`src/rtl/bcd_to_binary_seq.sv`:
```
// Sequential BCD-to-binary converter: multiply-accumulates one BCD digit per
// clock, most-significant digit first, and reports the result with a done pulse.
//
// state | meaning
// IDLE  | waiting for start; done may be high for one cycle after a completion
// CONV  | accumulating one digit per edge, DIGITS edges in total
module bcd_to_binary_seq #(
  parameter int DIGITS    = 4,
  parameter int BIN_WIDTH = 14
) (
  input  logic                  clk,
  input  logic                  rst,
  input  logic                  start,
  input  logic [4*DIGITS-1:0]   bcdIn,
  output logic                  busy,
  output logic                  done,
  output logic                  err,
  output logic [BIN_WIDTH-1:0]  binOut
);

  localparam int BCD_W = 4 * DIGITS;
  localparam int CNT_W = (DIGITS > 1) ? $clog2(DIGITS) : 1;
  localparam logic [CNT_W-1:0] LAST_CNT = CNT_W'(DIGITS - 1);

  typedef enum logic {
    IDLE = 1'b0,
    CONV = 1'b1
  } stateT;

  stateT                state;
  logic [BIN_WIDTH-1:0] acc;
  logic [BCD_W-1:0]     shReg;
  logic [CNT_W-1:0]     cnt;
  logic                 errPend;

  logic [3:0]           msNibble;
  logic [BIN_WIDTH-1:0] accNext;
  logic                 badIn;

  // acc*10 built from shifts; wraps silently at BIN_WIDTH bits.
  always_comb begin
    msNibble = shReg[BCD_W-1 -: 4];
    accNext  = (acc << 3) + (acc << 1) + BIN_WIDTH'(msNibble);
  end

  always_comb begin
    badIn = 1'b0;
    for (int i = 0; i < DIGITS; i++) begin
      if (bcdIn[4*i +: 4] > 4'd9) badIn = 1'b1;
    end
  end

  always_ff @(posedge clk or negedge rst) begin
    if (!rst) begin
      state   <= IDLE;
      acc     <= '0;
      shReg   <= '0;
      cnt     <= '0;
      errPend <= 1'b0;
      busy    <= 1'b0;
      done    <= 1'b0;
      err     <= 1'b0;
      binOut  <= '0;
    end else begin
      done <= 1'b0;
      case (state)
        IDLE: begin
          if (start) begin
            shReg   <= bcdIn;
            acc     <= '0;
            cnt     <= '0;
            errPend <= badIn;
            busy    <= 1'b1;
            state   <= CONV;
          end
        end
        CONV: begin
          acc   <= accNext;
          shReg <= shReg << 4;
          cnt   <= cnt + CNT_W'(1);
          if (cnt == LAST_CNT) begin
            binOut <= accNext;
            err    <= errPend;
            done   <= 1'b1;
            busy   <= 1'b0;
            state  <= IDLE;
          end
        end
        default: state <= IDLE;
      endcase
    end
  end

endmodule

```
`config.mk`:
```
export PLATFORM = sky130hd
export DESIGN_NAME = bcd_to_binary_seq
export DESIGN_NICKNAME = d
export VERILOG_FILES = /design/src/rtl/bcd_to_binary_seq.sv
export SDC_FILE = /design/constraint.sdc
export NUM_CORES = 1
export LEC_CHECK = 0
export ABC_AREA = 1
export BUFFER_PORTS_ARGS = -buffer_cell sky130_fd_sc_hd__buf_2
export CORE_MARGIN = 3
export CORE_UTILIZATION = 45
export CTS_CLUSTER_SIZE = 30
export DETAILED_ROUTE_END_ITERATION = 8
export GPL_ROUTABILITY_DRIVEN = 1
export PLACE_DENSITY = 0.67
export SLEW_MARGIN = 20
export SYNTH_ARGS = -nofsm -noshare
export SYNTH_HDL_FRONTEND = slang
export SYNTH_SLANG_ARGS = --single-unit
```
`constraint.sdc`:
```
create_clock -name clk -period 2.5 [get_ports clk]
set_clock_uncertainty 0.2 [all_clocks]
set_input_delay 0.25 -clock clk [delete_from_list [all_inputs] [get_ports clk]]
set_output_delay 0.25 -clock clk [all_outputs]
set_load 0.005 [all_outputs]
```
# Word level (Yosys, flattened, before mapping)
# Cells that the tools add are included.
[classes]
n_addsub = 3
magnitude_cmp = 4
n_eq_ne = 3
muxes = 18
bitwise = 1
reduce_logical = 3
[op_table]
columns = ["operator", "n"]
rows = [
  ["$pmux 16 s2", 1],
  ["$pmux 13 s2", 1],
  ["$gt 4x4->1 const B", 4],
  ["$mux 16", 1],
  ["$add 14x14->14", 1],
  ["$add 14x4->14", 1],
  ["$mux 13", 1],
  ["$mux 1", 10],
  ["$reduce_and 2->1", 3],
  ["$pmux 1 s2", 2],
  ["$pmux 2 s2", 1],
  ["$add 2x1->2 const B", 1],
  ["$eq 2x2->1 const B", 1],
  ["$mux 2", 1],
  ["$ne 2x1->1 const B", 1],
  ["$ne 2x2->1 const B", 1],
  ["$not 1->1", 1],
]
[totals]
ff_bits = 50
output_inout_bits = 17

# Longest topological paths before layout
[logic_depth]
depth_word = 5
depth_mapped = 11
mapped_depth_nobuf = 11

# Worst setup path after synthesis
# Ideal clock, no wire load.
[synth_timing]
kind = "register -> register"
start = "register acc[0]"
end = "register acc[8]"
arrival_time_ns = 2.016
required_time_ns = 2.183
slack_ns = 0.166
stages_incl_launch_ff = 10
synth_period_minus_slack_ns = 2.334
cell_sequence = "dfrtp_1 > fa_1 > fa_1 > nand2_1 > nand3_1 > nand3_1 > nand2_1 > or2_1 > nand3_1 > nand2_1"
[synth_via]
elab_chain_len = 3
[synth_lines]
columns = ["item", "line_no", "text"]
rows = [
  ["from (decl)", "31", "logic [BIN_WIDTH-1:0] acc;"],
  ["from (signal assigned)", "78", "acc <= accNext;"],
  ["$add 14x14->14", "43", "accNext = (acc << 3) + (acc << 1) + BIN_WIDTH'(msNibble);"],
  ["$add 14x4->14", "43", ""],
  ["$pmux 13 s2", "66", "case (state)"],
]
# Every way passes these cells.
# A chain may end at the register's enable or synchronous reset.

# Worst setup path after layout
[layout_timing]
start = "register acc[2]"
end = "register binOut[7]"
[layout_via]
elab_chain_len = 2
[layout_lines]
columns = ["item", "line_no", "text"]
rows = [
  ["$add 14x14->14", "43", ""],
  ["$add 14x4->14", "43", ""],
  ["to (signal assigned)", "82", "binOut <= accNext;"],
  ["to (decl)", "18", "output logic [BIN_WIDTH-1:0] binOut"],
]
# Every way passes these cells.

==> run_results.csv <==
group,metric,value,unit
run_status,outcome,"finished, final reports clean",
clock_tree,clockBufferDepth,2,
route,detail-route-antenna-nets,0,
finish,drive_gt1_frac,0.153,
route,viasPerCell,5.03,
clock_tree,clock-root-buffer,"clkbuf_8",
route,wl_per_cell,13.1,um
yosys,synth_fp_nets,384,
placement,place_congestion,0.902,
floorplanning,fp.dieH,84.5,um
power,leakage,1.79,nW
grt,use_met1,0.224,
route,first_iter_violations,121,
setup_path,required,2.50,ns
worst_hold_path,holdCritPathClass,"primary input to flop",
finish,final_common_cell,"nand2_1",
setup_path,path_class,"flop to flop",
finish,final_cell_mix,"nand2_1 (126), dfrtp_1 (50), inv_1 (35), buf_2 (35), nand3_1 (24)",
route,routed_wl,6190,um
floorplanning,row_count,27,
route,drc,0,
route,vias,2370,
floorplanning,die_w,84.5,um
finish,syn2layout_area_growth,20.0,%
finish,final_cells,471,
grt,grt.busiest_layer,"met2",
timing,maxSlewHeadroom,0.583,
job,drv_cap,0,
yosys,syn_area,2770,um2
yosys,yosys_warnings,0,
grt,grt_use_met3,0.0304,
yosys,synth-seq-cells,50,
clock_tree,cts_tree,"yes",
grt,grtUsageTotal,0.187,
clock_tree,htreeDepth,2,
floorplanning,fp.coreArea,5740,um2
yosys,avgSynthCellArea,8.15,um2
power,ir_drop,0.598,mV
clock_tree,numCtsBuffers,5,
timing,fmax,421,MHz
clock_tree,clk_latency,0.30,ns
floorplanning,floorplan.initialDensity,0.483,
clock_tree,path_clk_slew,0.09,ns
floorplanning,dieArea,7140,um2
timing,hold_ws,0.0880,ns
placement,place_inst,444,
clock_tree,clock-sinks,50,
timing,slew_violations,0,
timing,min_period,2.38,ns
setup_path,crit_fanout,4,
placement,io_buffers,35,
finish,num_antenna_cells,0,
yosys,synthCells,340,
timing,rsz0062_at_grt,"no",
grt,grt_pass1_wl,10800,um
yosys,synth-seq-area-share,0.451,
timing,setup_viol,0,
grt,met2_usage,0.342,
yosys,yosys.cell_types.count,30,
placement,dpl.hpwl,4480,um
setup_path,crit_path_start_kind,"flop",
grt,grt_pass1_vias,2389,
timing,setup-tns-final,0,ns
timing,worstMarginPinSlew,0.625,ns
route,firstDrtPassIters,4,
floorplanning,ioPinCount,36,
timing,hold_violations,0,
grt,grt_overflow_total,0,
grt,grt_max_degree,51,
power,power_density,1370,nW/um2
setup_path,cp-end-kind,"flop",
grt,antenna_found_initial,0,
timing,period_share,0.951,
setup_path,worst-endpoint-arrival,2.37,ns
finish,nets,442,
logic make-up after synthesis:
kind of cell	synth area share
AND/OR/NAND/NOR	0.265
flip-flops	0.451
buffers and inverters	0.0677
AO/OA/AOI/OAI	0.0822
adder cells (fa/ha/maj)	0.118
XOR/XNOR	0.0154
what timing repair did:
item,CTS,global route
endpoints found under the setup margin,0,4
setup buffers,0,2
hold buffers,17,0
resized for setup,0,3
hold endpoints to repair,66,0
metrics by stage:
step	total power, mW	worst slack (ns)	area, um2	util
2_1_floorplan	3.32	0.166	2770	-
3_3_place_gp	3.93	0.112	3030	0.528
3_5_place_dp	4.02	0.103	3030	0.528
4_1_cts	4.53	0.0759	3290	0.574
5_1_grt	5.08	0.00116	3320	0.579
6_report	4.54	0.124	3320	0.579
critical path: stages, from the launching register on:
cell and delay [ns]:
dfrtp_1 0.42, fa_1 0.51, buf_4 0.16, ha_1 0.31
nand3_2 0.11, nand3_4 0.09, nand2_1 0.07, nand2_1 0.05
or2_1 0.22, nand3_1 0.08, nand2_1 0.05
routing by layer:
metal	vias to the layer above	routed length (um)
li1	1208	-
met1	1110	2690
met4	0	101
met3	10	179
met5	-	0
met2	42	3210
registers in the layout, summed over array words and instances, names as in the netlist, 2 cells and up:
| name | flops |
|---|---|
| shReg | 16 |
| binOut | 14 |
| acc | 13 |
| cnt | 2 |
synthesized netlist by cell type (all sizes together):
library cell	instances	share of area
and3	1	0.0023
nand3b	1	0.0027
fa	2	0.014
o221ai	1	0.0032
nand4	3	0.0068
a22oi	2	0.0054
dfrtp	50	0.45
nand2	129	0.18
clkbuf	1	0.0014
inv	37	0.050
o211ai	6	0.016
xor2	3	0.012
a22o	2	0.0063
xnor2	1	0.0032
ha	23	0.10
a31oi	1	0.0023
buf	8	0.016
nor2	14	0.023
o21ai	23	0.042
a21oi	4	0.0072
or2	2	0.0045
nand3	26	0.049
final cells by class:
cell class | instances | area [um2]
fill | 536 | 2420
multi-input combinational | 244 | 1350
sequential | 50 | 1250
timing repair buffer | 60 | 405
inverter | 37 | 139
tap | 72 | 90.1
clock buffer | 7 | 86.3
clock inverter | 1 | 5.00
report_power, final:
part           switching, mW  leakage, nW  total (mW)  internal (mW)
registers              0.228        0.633        1.41           1.18
clock network          0.262       0.0482       0.486          0.224
logic                   1.58         1.11        2.65           1.07
total                   2.07         1.79        4.54           2.47
path summary, 6_finish.rpt:
check | cells past startpoint | startpoint | endpoint | slack (ns)
hold / removal | 4 | start | acc[9]$_DFFE_PN0P_ | 0.09
max in group asynchronous | 3 | rst | shReg[7]$_DFFE_PN0P_ | 1.30
setup reg to reg | 10 | acc[2]$_DFFE_PN0P_ | binOut[7]$_DFFE_PN0P_ | 0.12
min in group asynchronous | 3 | rst | binOut[8]$_DFFE_PN0P_ | 0.38
hold reg to reg | 2 | errPend$_DFFE_PN0P_ | err$_DFFE_PN0P_ | 0.27
setup / recovery | 10 | acc[2]$_DFFE_PN0P_ | binOut[7]$_DFFE_PN0P_ | 0.12
Power figures use the tool's default switching activity.
